<file path="src/rtl/line_engine.sv">
// rtl/line_engine.sv - handshaked Bresenham line / full-screen fill pixel engine
//
// Accepts one command at a time (cmd_valid & cmd_ready) and emits one
// framebuffer pixel per clock, then pulses done for one cycle.
//   clk, reset_n                 : clock, asynchronous active-low reset
//   cmd_valid / cmd_ready        : command handshake
//   cmd_mode                     : 0 = line x0,y0 -> x1,y1 ; 1 = fill screen
//   x0, x1, y0, y1, color_in     : command operands, latched at handshake
//   abort                        : cancel the command in flight (no done)
//   x, y, pixel_color, pixel_write : registered framebuffer pixel port
//   busy, done                   : activity flag, one-cycle completion pulse
module line_engine #(
    parameter int X_W   = 10,
    parameter int Y_W   = 9,
    parameter int X_MAX = 639,
    parameter int Y_MAX = 479
) (
    input  logic           clk,
    input  logic           reset_n,
    input  logic           cmd_valid,
    output logic           cmd_ready,
    input  logic           cmd_mode,
    input  logic [X_W-1:0] x0,
    input  logic [X_W-1:0] x1,
    input  logic [Y_W-1:0] y0,
    input  logic [Y_W-1:0] y1,
    input  logic           color_in,
    input  logic           abort,
    output logic [X_W-1:0] x,
    output logic [Y_W-1:0] y,
    output logic           pixel_color,
    output logic           pixel_write,
    output logic           busy,
    output logic           done
);

    // Two guard bits keep dx + dy and err updates exact at full-scale endpoints.
    localparam int W = ((X_W > Y_W) ? X_W : Y_W) + 2;
    localparam logic [X_W-1:0] X_LAST = X_W'(X_MAX);
    localparam logic [Y_W-1:0] Y_LAST = Y_W'(Y_MAX);
    localparam logic [X_W-1:0] X_ONE  = X_W'(1);
    localparam logic [Y_W-1:0] Y_ONE  = Y_W'(1);

    typedef enum logic [2:0] {S_IDLE, S_SETUP, S_DRAW, S_FILL, S_DONE} state_t;

    state_t                state_q, state_d;
    logic                  mode_q, mode_d;
    logic                  color_q, color_d;
    logic [X_W-1:0]        x0_q, x0_d, x1_q, x1_d;
    logic [Y_W-1:0]        y0_q, y0_d, y1_q, y1_d;
    logic signed [W-1:0]   dx_q, dx_d, dy_q, dy_d, err_q, err_d;
    logic                  sx_neg_q, sx_neg_d, sy_neg_q, sy_neg_d;
    logic [X_W-1:0]        cur_x_q, cur_x_d;
    logic [Y_W-1:0]        cur_y_q, cur_y_d;
    logic                  pix_write_q, pix_write_d;
    logic                  ready_q, ready_d;
    logic                  busy_q, busy_d;
    logic                  done_q, done_d;

    // Setup terms and the Bresenham step, all from registered state.
    logic [X_W-1:0]        adx;
    logic [Y_W-1:0]        ady;
    logic [W-1:0]          ady_ext;
    logic signed [W-1:0]   dx_init, dy_init, err_n;
    logic signed [W:0]     e2, dx_e, dy_e;
    logic                  step_x, step_y;
    logic [X_W-1:0]        nx;
    logic [Y_W-1:0]        ny;

    always_comb begin
        adx     = (x1_q >= x0_q) ? (x1_q - x0_q) : (x0_q - x1_q);
        ady     = (y1_q >= y0_q) ? (y1_q - y0_q) : (y0_q - y1_q);
        ady_ext = {{(W-Y_W){1'b0}}, ady};
        dx_init = {{(W-X_W){1'b0}}, adx};
        dy_init = -ady_ext;

        // e2 gets one extra bit so doubling err can never wrap.
        e2      = {err_q, 1'b0};
        dx_e    = {dx_q[W-1], dx_q};
        dy_e    = {dy_q[W-1], dy_q};
        step_x  = (e2 >= dy_e);
        step_y  = (e2 <= dx_e);

        err_n   = err_q;
        nx      = cur_x_q;
        ny      = cur_y_q;
        if (step_x) begin
            err_n = err_n + dy_q;
            nx    = sx_neg_q ? (cur_x_q - X_ONE) : (cur_x_q + X_ONE);
        end
        if (step_y) begin
            err_n = err_n + dx_q;
            ny    = sy_neg_q ? (cur_y_q - Y_ONE) : (cur_y_q + Y_ONE);
        end
    end

    always_comb begin
        state_d     = state_q;
        mode_d      = mode_q;
        color_d     = color_q;
        x0_d        = x0_q;
        x1_d        = x1_q;
        y0_d        = y0_q;
        y1_d        = y1_q;
        dx_d        = dx_q;
        dy_d        = dy_q;
        err_d       = err_q;
        sx_neg_d    = sx_neg_q;
        sy_neg_d    = sy_neg_q;
        cur_x_d     = cur_x_q;
        cur_y_d     = cur_y_q;
        pix_write_d = 1'b0;

        case (state_q)
            S_IDLE: begin
                if (cmd_valid) begin
                    mode_d  = cmd_mode;
                    color_d = color_in;
                    x0_d    = x0;
                    x1_d    = x1;
                    y0_d    = y0;
                    y1_d    = y1;
                    state_d = S_SETUP;
                end
            end
            S_SETUP: begin
                if (abort) begin
                    state_d = S_IDLE;
                end else if (mode_q) begin
                    cur_x_d     = '0;
                    cur_y_d     = '0;
                    pix_write_d = 1'b1;
                    state_d     = S_FILL;
                end else begin
                    dx_d        = dx_init;
                    dy_d        = dy_init;
                    err_d       = dx_init + dy_init;
                    sx_neg_d    = (x1_q < x0_q);
                    sy_neg_d    = (y1_q < y0_q);
                    cur_x_d     = x0_q;
                    cur_y_d     = y0_q;
                    pix_write_d = !((x0_q > X_LAST) || (y0_q > Y_LAST));
                    state_d     = S_DRAW;
                end
            end
            S_DRAW: begin
                if (abort) begin
                    state_d = S_IDLE;
                end else if ((cur_x_q == x1_q) && (cur_y_q == y1_q)) begin
                    state_d = S_DONE;
                end else begin
                    cur_x_d     = nx;
                    cur_y_d     = ny;
                    err_d       = err_n;
                    // Off-screen pixels are still walked, just not written.
                    pix_write_d = !((nx > X_LAST) || (ny > Y_LAST));
                end
            end
            S_FILL: begin
                if (abort) begin
                    state_d = S_IDLE;
                end else if ((cur_x_q == X_LAST) && (cur_y_q == Y_LAST)) begin
                    state_d = S_DONE;
                end else begin
                    if (cur_x_q == X_LAST) begin
                        cur_x_d = '0;
                        cur_y_d = cur_y_q + Y_ONE;
                    end else begin
                        cur_x_d = cur_x_q + X_ONE;
                    end
                    pix_write_d = 1'b1;
                end
            end
            S_DONE: begin
                state_d = S_IDLE;
            end
            default: begin
                state_d = S_IDLE;
            end
        endcase

        // Status outputs are registered copies of the next state.
        ready_d = (state_d == S_IDLE);
        busy_d  = (state_d == S_SETUP) || (state_d == S_DRAW) || (state_d == S_FILL);
        done_d  = (state_d == S_DONE);
    end

    always_ff @(posedge clk or negedge reset_n) begin
        if (!reset_n) begin
            state_q     <= S_IDLE;
            mode_q      <= 1'b0;
            color_q     <= 1'b0;
            x0_q        <= '0;
            x1_q        <= '0;
            y0_q        <= '0;
            y1_q        <= '0;
            dx_q        <= '0;
            dy_q        <= '0;
            err_q       <= '0;
            sx_neg_q    <= 1'b0;
            sy_neg_q    <= 1'b0;
            cur_x_q     <= '0;
            cur_y_q     <= '0;
            pix_write_q <= 1'b0;
            ready_q     <= 1'b1;
            busy_q      <= 1'b0;
            done_q      <= 1'b0;
        end else begin
            state_q     <= state_d;
            mode_q      <= mode_d;
            color_q     <= color_d;
            x0_q        <= x0_d;
            x1_q        <= x1_d;
            y0_q        <= y0_d;
            y1_q        <= y1_d;
            dx_q        <= dx_d;
            dy_q        <= dy_d;
            err_q       <= err_d;
            sx_neg_q    <= sx_neg_d;
            sy_neg_q    <= sy_neg_d;
            cur_x_q     <= cur_x_d;
            cur_y_q     <= cur_y_d;
            pix_write_q <= pix_write_d;
            ready_q     <= ready_d;
            busy_q      <= busy_d;
            done_q      <= done_d;
        end
    end

    assign cmd_ready   = ready_q;
    assign busy        = busy_q;
    assign done        = done_q;
    assign x           = cur_x_q;
    assign y           = cur_y_q;
    assign pixel_color = color_q;
    assign pixel_write = pix_write_q;

endmodule

</file>
<file path="config.mk">
export PLATFORM = sky130hd
export DESIGN_NAME = line_engine
export DESIGN_NICKNAME = d
export VERILOG_FILES = /design/src/rtl/line_engine.sv
export SDC_FILE = /design/constraint.sdc
export NUM_CORES = 1
export LEC_CHECK = 0
export CORE_ASPECT_RATIO = 1.2
export CORE_MARGIN = 2
export CORE_UTILIZATION = 35
export CTS_BUF_LIST = sky130_fd_sc_hd__clkbuf_4
export CTS_CLUSTER_SIZE = 25
export DETAILED_ROUTE_END_ITERATION = 6
export SYNTH_ARGS = -nofsm -noshare
export SYNTH_HDL_FRONTEND = slang
export SYNTH_SLANG_ARGS = --single-unit
</file>
<file path="constraint.sdc">
create_clock -name clk -period 14.65 [get_ports clk]
set_clock_uncertainty 0.15 [all_clocks]
set_input_delay 2.1975 -clock clk [delete_from_list [all_inputs] [get_ports clk]]
set_output_delay 2.1975 -clock clk [all_outputs]
set_load 0.005 [all_outputs]
</file>
Word level (Yosys, flattened, before mapping)
Cells that the tools add are included.

storage, ports and cells
  flip-flop bits (word level) = 102
  input bits = 44
  output and inout port bits = 24

operators by class
  add/sub/neg operators = 12
  order comparisons = 10
  equality and inequality tests = 18
  mux-type cells = 44
  bitwise gates (word level) = 2
  reductions and logical operators = 17

operator list
  operator                                                                count
  10-bit 2-to-1 mux                                                       10
  9-bit 2-to-1 mux                                                        10
  12-bit 2-to-1 mux                                                       6
  10-bit one-hot mux with 3 select lines                                  1
  9-bit one-hot mux with 3 select lines                                   1
  12-bit one-hot mux with 2 select lines                                  1
  10-bit greater-than comparator (second input constant)                  2
  10-bit subtractor                                                       2
  9-bit greater-than comparator (second input constant)                   2
  9-bit subtractor                                                        2
  3-bit 2-to-1 mux                                                        5
  2-bit != test (second input constant)                                   7
  13-bit by 12-bit >= comparator with 1-bit output                        1
  13-bit by 11-bit less-or-equal comparator with 1-bit output             1
  11-bit by 12-bit adder with 12-bit output                               1
  12-bit by 11-bit adder with 12-bit output                               1
  12-bit adder                                                            1
  3-bit by 2-bit equality test with 1-bit output (second input constant)  4
  9-bit negator with 12-bit output                                        1
  3-bit one-hot mux with 4 select lines                                   1
  10-bit by 1-bit adder with 10-bit output (second input constant)        1
  10-bit equality test                                                    1
  10-bit equality test (second input constant)                            1
  10-bit >= comparator                                                    1
  25 further kinds                                                        39

Longest topological paths before layout
Gate-level depths: netlist (run 1).

  depth in word-level cells = 9
  depth in mapped cells = 23
  depth with buffers taken out = 22

Worst setup path before layout (run 1)
OpenSTA, ideal clock, no wires.

  kind = register -> register
  from = reg err_q[1]
  to = reg err_q[11]
  arrival = 4.466 ns
  setup slack = 9.904 ns
  stages on the path, launching flop included = 22
  buffers on the path = 2
  path through = dfrtp_1 ha_1 a21oi_1 o21ai_0 o21a_1 o41ai_1 o21a_1 clkbuf_1 buf_1 mux2i_1 inv_1 ha_1 a21o_1 a211oi_1 nor2_1 or4_1 nand3_1 a211oi_1 o211ai_1 xor2_1 a22oi_1 nand3_1

on the way
  word-level cells in the longest chain between the ends = 7

RTL lines
  item                                                                              line    text
  start, declared                                                                   51      logic signed [W-1:0] dx_q, dx_d, dy_q, dy_d, err_q, err_d;
  start signal, assigned                                                            218     err_q <= err_d;
  12-bit adder or 13-bit by 12-bit >= comparator with 1-bit output (tied branches)  88, 81
  12-bit 2-to-1 mux                                                                 87      if (step_x) begin
  12-bit by 11-bit adder with 12-bit output                                         92      err_n = err_n + dx_q;
  12-bit 2-to-1 mux (*)                                                             91      if (step_y) begin
  12-bit 2-to-1 mux (*)                                                             149     end else if ((cur_x_q == x1_q) && (cur_y_q == y1_q)) begin
  12-bit 2-to-1 mux (*)                                                             147     if (abort) begin
  12-bit one-hot mux with 2 select lines (*)                                        114     case (state_q)

Every way passes the cells marked *; elsewhere a longest branch is shown, timed or not. The select of a mux whose other input is x is not followed.
A chain may end at the register's enable or synchronous reset.

Final worst setup path (run 1)
  from = reg x1_q[0]
  to = reg err_q[9]

on the way
  word-level cells in the longest chain between the ends = 6

RTL lines
  item                                                       line  text
  start, declared                                            49    logic [X_W-1:0] x0_q, x0_d, x1_q, x1_d;
  start signal, assigned                                     194   x1_q <= '0;
  start signal, assigned                                     213   x1_q <= x1_d;
  10-bit subtractor or 10-bit >= comparator (tied branches)  71    adx = (x1_q >= x0_q) ? (x1_q - x0_q) : (x0_q - x1_q);
  10-bit 2-to-1 mux (*)                                      71
  net adx[1]                                                 61    logic [X_W-1:0] adx;
  11-bit by 12-bit adder with 12-bit output (*)              137   err_d = dx_init + dy_init;
  12-bit 2-to-1 mux (*)                                      129   end else if (mode_q) begin
  12-bit 2-to-1 mux (*)                                      127   if (abort) begin
  12-bit one-hot mux with 2 select lines (*)                 114

The timed path passes the listed nets; every way through them passes the cells marked *. The select of a mux whose other input is x is not followed.

==> flow_summary.ini, run 1 <==
[grt]
met3_usage = 0.0180
grt_remaining_overflow = 0
grtUsageTotal = 0.202
grt_max_degree = 78
first_global_vias = 7830
fraction_of_met1_tracks_used_by_global_routing = 0.258
globalRoute.busiestLayer = met2
antenna_found_initial = 1
gr-usage-met2 = 0.353
grt_first_pass_wirelength_mm = 42.8

[clocking]
clk_pin_slew_worst_paths_ns = 0.18
cts_tree = yes
cts_resized = 0
cts_num_sinks = 102
tritoncts_buffer_count = 9
htree_levels = 3
ctsHoldBuffers = 0
clockBufferDepth = 2
worstSkewPairLatency_ns = 0.52
ctsRootBufferMaster = sky130_fd_sc_hd__clkbuf_4
cts.repair_timing.setup_buffer_count = 0

[timing]
finalCriticalPeriod_ns = 5.47
achievable-frequency_ghz = 0.183
final_min_period_over_clock_period = 0.374
tightest_slew_ns = 1.24
max-slew-margin-rel = 0.172
finalMaxSlewViolations = 0
setup_ws_ns = 9.18
finalSetupTns_ns = 0
final_hold_viol_count = 0
rsz0062_at_grt = no
setup_viol_count_final = 0

[final_layout]
post_route_cells_drive_above_1_share = 0.0610
finish.instance_area_um2 = 10100
finish.net_count = 1271
multi_input_area_um2 = 5910
register_area_um2 = 2550
filler_cell_count = 2620
area_growth_pct = 12.6

[synthesis]
synth_area_leader_cell = sky130_fd_sc_hd__dfrtp_1
synth_seq_cells = 102
synth-seq-area-share = 0.284
synthesis.instances = 1094
ys_dominant_reg_cell = sky130_fd_sc_hd__dfrtp_1
mappedNetlistNets = 1238
post_synth_arst_share = 1.00
syn_avg_cell_area_um2 = 8.23
synth_edf_count = 0
yosysWarningCount = 0
yosys-top-cells-area = sky130_fd_sc_hd__dfrtp_1 28%, sky130_fd_sc_hd__ha_1 13%, sky130_fd_sc_hd__o21ai_0 5.7%
syn-cell-area_um2 = 9000
yosys.area.top_type_share = 0.281
synthDistinctLibCells = 77

[worst_setup_path]
critical_path.most_common_cell = sky130_fd_sc_hd__inv_1
crit_path_max_fanout = 12
crit_path_cell_trace = inv_1 > ha_1 > inv_1 > fa_1 > a21o_1 > a21oi_1 > o21ai_0 > a41oi_1 > o21ai_1 > mux2i_1 > inv_1 > ha_1 > a21o_1 > a21oi_1 > nor2b_1 > o21a_1 > nor4_1 > o41ai_1 > xor2_1 > a22o_1 > a211oi_1 > nor2_1
type_of_element_launching_the_critical_path = flip-flop
worst-endpoint-required_ns = 14.93
cp-end-kind = flip-flop
critPathArrivalTime_ns = 5.75
max_stage_delay_ns = 0.94
path_class = reg2reg
cp_slowest_cell = sky130_fd_sc_hd__o21ai_1

[drt]
drc = 0
number_of_optimization_iterations_in_the_first_detailed_route_pass = 5
via_per_inst = 5.47
wl_per_cell_um = 18.3
vias = 8003
post_route_wl_mm = 26.8
initialDrtViolationCount = 687
postRouteAntennaNets = 0

[floorplan]
initial_cell_density_of_the_core = 0.355
top_level_i_o_count = 68
num_rows = 64
die_area_um2 = 27000
die_width_um = 150
chipHeight_um = 180
core_region_area_um2 = 25400

[placed_design]
dpl-instance-area_um2 = 9950
place.port_buffers = 67
dpl_worst_slack_ns = 9.23
gp_congestion = 0.935
detailed_place_hpwl_mm = 20.9

[run_status]
outcome = finished clean

[worst_hold_path]
hold_path_class = reg2reg

[run]
max_cap_violations = 0
[per-stage QoR]
stage / hold WS (ns) / instances / util
after floorplan: 0.328 / 1094 / -
after global routing: 0.414 / 1463 / 0.399
after detailed placement: 0.359 / 1446 / 0.392
final: 0.391 / 1463 / 0.399
after global placement: 0.355 / 1446 / 0.392
after CTS: 0.397 / 1462 / 0.399
[cells by family after synthesis]
logic type | count (synthesis) | synth area share
and+or+nand+nor | 335 | 0.177
adders and majority gates | 100 | 0.145
xor gates and xnor gates | 77 | 0.0757
buffers and inverters | 142 | 0.0616
muxes | 45 | 0.0561
DFF | 102 | 0.284
AOI/OAI and AO/OA | 293 | 0.201
[final cells by class]
| type | count | area share |
|---|---|---|
| antenna | 1 | 0.000247 |
| clock buffer | 11 | 0.00814 |
| clock inverter | 5 | 0.0105 |
| inverter | 86 | 0.0318 |
| multi-input combinational | 850 | 0.583 |
| sequential | 102 | 0.252 |
| tap | 330 | 0.0407 |
| timing repair buffer | 78 | 0.0740 |
[per-layer routing]
metal | share of wire | vias to the layer above
met4 | 0.027 | 0
met2 | 0.50 | 214
met3 | 0.042 | 44
met5 | 0 | -
met1 | 0.43 | 3829
li1 | - | 3916
[registers in the layout, summed over array words and instances, names as in the netlist, 3 cells and up]
signal,count
state_q,3
y0_q,9
x0_q,10
x1_q,10
err_q,12
dx_q,10
x,10
y,9
y1_q,9
dy_q,12
[placed cells by master (no fill, tap or decap), types with 8 or more instances in the layout]
master / count
sky130_fd_sc_hd__o31ai_1: 9
sky130_fd_sc_hd__nand3_1: 22
sky130_fd_sc_hd__clkbuf_4: 11
sky130_fd_sc_hd__inv_1: 86
sky130_fd_sc_hd__nand2_1: 127
sky130_fd_sc_hd__clkdlybuf4s50_1: 66
sky130_fd_sc_hd__nand2b_1: 13
sky130_fd_sc_hd__nor2b_1: 10
sky130_fd_sc_hd__a21oi_1: 72
sky130_fd_sc_hd__xor2_1: 42
sky130_fd_sc_hd__nor4_1: 14
sky130_fd_sc_hd__buf_4: 12
sky130_fd_sc_hd__nor2_1: 86
sky130_fd_sc_hd__xnor2_1: 34
sky130_fd_sc_hd__a21o_1: 27
sky130_fd_sc_hd__o21ai_0: 103
sky130_fd_sc_hd__mux2_2: 26
sky130_fd_sc_hd__nor3_1: 19
sky130_fd_sc_hd__dfrtp_1: 101
sky130_fd_sc_hd__o211ai_1: 8
sky130_fd_sc_hd__a31oi_1: 10
sky130_fd_sc_hd__mux2i_1: 15
sky130_fd_sc_hd__a221oi_1: 8
sky130_fd_sc_hd__ha_1: 93
[cell usage after synthesis (11+ instances only)]
cell / count
sky130_fd_sc_hd__xnor2_1: 34
sky130_fd_sc_hd__o21ai_0: 103
sky130_fd_sc_hd__inv_1: 86
sky130_fd_sc_hd__xor2_1: 42
sky130_fd_sc_hd__mux2i_1: 15
sky130_fd_sc_hd__nand2_1: 127
sky130_fd_sc_hd__a21o_1: 27
sky130_fd_sc_hd__ha_1: 93
sky130_fd_sc_hd__a21oi_1: 72
sky130_fd_sc_hd__nor3_1: 19
sky130_fd_sc_hd__nor2_1: 86
sky130_fd_sc_hd__mux2_2: 26
sky130_fd_sc_hd__nor4_1: 14
sky130_fd_sc_hd__nand2b_1: 13
sky130_fd_sc_hd__a31oi_1: 11
sky130_fd_sc_hd__nand3_1: 22
sky130_fd_sc_hd__dfrtp_1: 101
sky130_fd_sc_hd__clkbuf_1: 42
[worst max-delay path: cells and delay by family (launching register included)]
kind,cells,cell delay (ns)
AOI/OAI and AO/OA,11,2.73
xor gates and xnor gates,1,0.17
adders and majority gates,3,0.67
buffers and inverters,3,0.24
DFF,1,0.41
muxes,1,0.59
and+or+nand+nor,3,0.43
[path summary, 6_finish.rpt]
path	to	cells past startpoint	startpoint	slack [ns]
min in group asynchronous	y1_q[6]	1	reset_n	1.49
worst max register to register	err_q[9]	22	x1_q[0]	9.18
max in group asynchronous	dy_q[3]	2	reset_n	11.60
worst max-delay path	err_q[9]	22	x1_q[0]	9.18
worst min-delay path	pixel_color	1	pixel_color	0.39
worst min register to register	pixel_color	1	pixel_color	0.39
Power of run 1 is left out: the tool's default activity adds up to more than one toggle a clock period on the data nets, which glitch-free logic cannot reach.
==> inputs of run 2 (changes only) <==
==> constraint.sdc (replaced) <==
create_clock -name clk -period 4.8 [get_ports clk]
set_clock_uncertainty 0.15 [all_clocks]
set_input_delay 0.72 -clock clk [delete_from_list [all_inputs] [get_ports clk]]
set_output_delay 0.72 -clock clk [all_outputs]
set_load 0.005 [all_outputs]
==> run 2 against run 1 <==
  * Critical path depth fell by 2
  * Flip-flop and latch count did not move
  * Maximum frequency rose by 18%
  * Global-route usage rose by 0.58 points
  * Worst hold slack improved by 0.0040 ns
==> flow_summary.ini, run 2 (synthesis gave the netlist of run 1 again) <==
[grt]
grt_max_degree = 77
grtUsageTotal = 0.208
grt_first_pass_wirelength_mm = 44.0
antenna_found_initial = 2
grt_remaining_overflow = 0
first_global_vias = 8140

[clocking]
clk_pin_slew_worst_paths_ns = 0.19
ctsRootBufferMaster = sky130_fd_sc_hd__clkbuf_4
cts_tree = yes
htree_levels = 3
tritoncts_buffer_count = 9
cts_num_sinks = 102
worstSkewPairLatency_ns = 0.51
clockBufferDepth = 2

[worst_hold_path]
hold_crit_endpoint = pixel_color
hold_path_class = reg2reg
whs_path_depth = 1
hold_start = pixel_color

[floorplan]
chipHeight_um = 180
die_area_um2 = 27000
core_region_area_um2 = 25400
die_width_um = 150
num_rows = 64
top_level_i_o_count = 68
initial_cell_density_of_the_core = 0.355

[timing]
finalCriticalPeriod_ns = 4.64
final_hold_viol_count = 0
finalMaxSlewViolations = 0
final_min_period_over_clock_period = 0.966
max-slew-margin-rel = 0.313
achievable-frequency_ghz = 0.216
tightest_slew_ns = 1.03
setup_viol_count_final = 0

[final_layout]
post_route_cells_drive_above_1_share = 0.151
finish.net_count = 1347
final_cell_mix = 125 x sky130_fd_sc_hd__nand2_1, 101 x sky130_fd_sc_hd__dfrtp_1, 100 x sky130_fd_sc_hd__o21ai_0
largestRegisters = dy_q x12, err_q x12
post_layout_nonfiller_instances = 1539
layout.cells.most_common = sky130_fd_sc_hd__nand2_1
area_growth_pct = 21.7
fin_util = 0.432
filler_cell_count = 2555

[drt]
wl_per_cell_um = 17.8
vias = 8226
drc = 0
initialDrtViolationCount = 446
post_route_wl_mm = 27.4
via_per_inst = 5.35
number_of_optimization_iterations_in_the_first_detailed_route_pass = 6
postRouteAntennaNets = 0

[placed_design]
placed_cells_incl_taps = 1509
gp_congestion = 0.900
detailed_place_hpwl_mm = 21.5
place.port_buffers = 67

[worst_setup_path]
cp-end-kind = flip-flop
setup.reg_to_reg.worst_slack_ns = 0.16
worst-endpoint-required_ns = 5.12
type_of_element_launching_the_critical_path = flip-flop
r2r-start = y0_q[6]
r2r-end = err_q[11]
crit_path_max_fanout = 7
path_class = reg2reg
critPathArrivalTime_ns = 4.95
timing.reg2reg.worst_path_depth = 20

[run]
max_cap_violations = 0

[run_status]
outcome = finished clean
run 2: changes by cell type in the layout (fill, tap and decap cells not counted), moves of 5 or more:
| cell | before | now |
|---|---|---|
| sky130_fd_sc_hd__a21oi_1 | 72 | 66 |
| sky130_fd_sc_hd__xnor2_1 | 34 | 29 |
| sky130_fd_sc_hd__a21oi_2 | 0 | 6 |
| sky130_fd_sc_hd__ha_4 | 0 | 5 |
| sky130_fd_sc_hd__ha_1 | 93 | 86 |
| sky130_fd_sc_hd__buf_4 | 12 | 84 |
run 2: critical path, stage by stage, from the launching register on:
cell and delay [ns]:
sky130_fd_sc_hd__dfrtp_1 0.42, sky130_fd_sc_hd__inv_2 0.08, sky130_fd_sc_hd__ha_1 0.31, sky130_fd_sc_hd__buf_4 0.17, sky130_fd_sc_hd__a221oi_2 0.30, sky130_fd_sc_hd__a21o_1 0.19, sky130_fd_sc_hd__and3_4 0.19, sky130_fd_sc_hd__buf_6 0.14
sky130_fd_sc_hd__mux2i_4 0.29, sky130_fd_sc_hd__xnor2_4 0.15, sky130_fd_sc_hd__nor4b_4 0.30, sky130_fd_sc_hd__buf_4 0.20, sky130_fd_sc_hd__and4_4 0.22, sky130_fd_sc_hd__nor2_2 0.07, sky130_fd_sc_hd__ha_4 0.28, sky130_fd_sc_hd__nand2_1 0.06
sky130_fd_sc_hd__o41ai_2 0.36, sky130_fd_sc_hd__buf_4 0.17, sky130_fd_sc_hd__a21oi_1 0.07, sky130_fd_sc_hd__or4_1 0.40, sky130_fd_sc_hd__nand3_1 0.09
run 2: how the worst max path moves through the flow:
stage	start	to	slack, ns	depth (start not counted)
2_1_floorplan	err_q[1]	err_q[11]	0.05	21
3_3_place_gp	x1_q[0]	err_q[9]	-0.06	23
3_5_place_dp	x1_q[0]	err_q[9]	-0.18	23
4_1_cts	y0_q[5]	err_q[11]	0.03	19
5_1_grt	y0_q[6]	err_q[11]	-0.003	20
6_report	y0_q[6]	err_q[11]	0.16	20
run 2: what timing repair did:
action                     in CTS  in global routing
hold endpoints to repair       11                  0
pin swaps                       0                 14
cloned                          0                  0
setup buffers                   0                 12
resized for setup               3                 51
hold buffers                    1                  0
setup endpoints to repair       2                  4
run 2: final cells by class:
class                   count  area (µm²)  share of cell area
multi-input cells         850        6170               0.563
repair buffers            154        1340               0.123
clock buffers               9        67.6             0.00617
well taps                 330         413              0.0377
inverters                  86         323              0.0295
diodes                      1        2.50            0.000228
flip-flops and latches    102        2550               0.233
clock inverters             7        81.3             0.00742
run 2: stage by stage:
| stage | setup TNS (ns) | setup WS, ns | hold slack (ns) | instance area [µm²] |
|---|---|---|---|---|
| 4_1_cts | 0 | 0.0297 | 0.393 | 10600 |
| 3_5_place_dp | -0.179 | -0.179 | 0.350 | 10400 |
| 5_1_grt | -0.00293 | -0.00293 | 0.431 | 11000 |
| 3_3_place_gp | -0.0606 | -0.0606 | 0.350 | 10400 |
| 2_1_floorplan | 0 | 0.0538 | 0.274 | 9000 |
| 6_report | 0 | 0.164 | 0.395 | 11000 |
run 2: layer usage:
metal	vias to the layer above	share of wire	GRT usage	wire (µm)
met4	2	0.041	0.0913	1130
met5	-	0.00047	0	13
met3	56	0.038	0.0287	1030
met2	193	0.49	0.348	13400
met1	3907	0.43	0.264	11800
li1	4068	-	-	-
Power of run 2 is left out for the same reason.
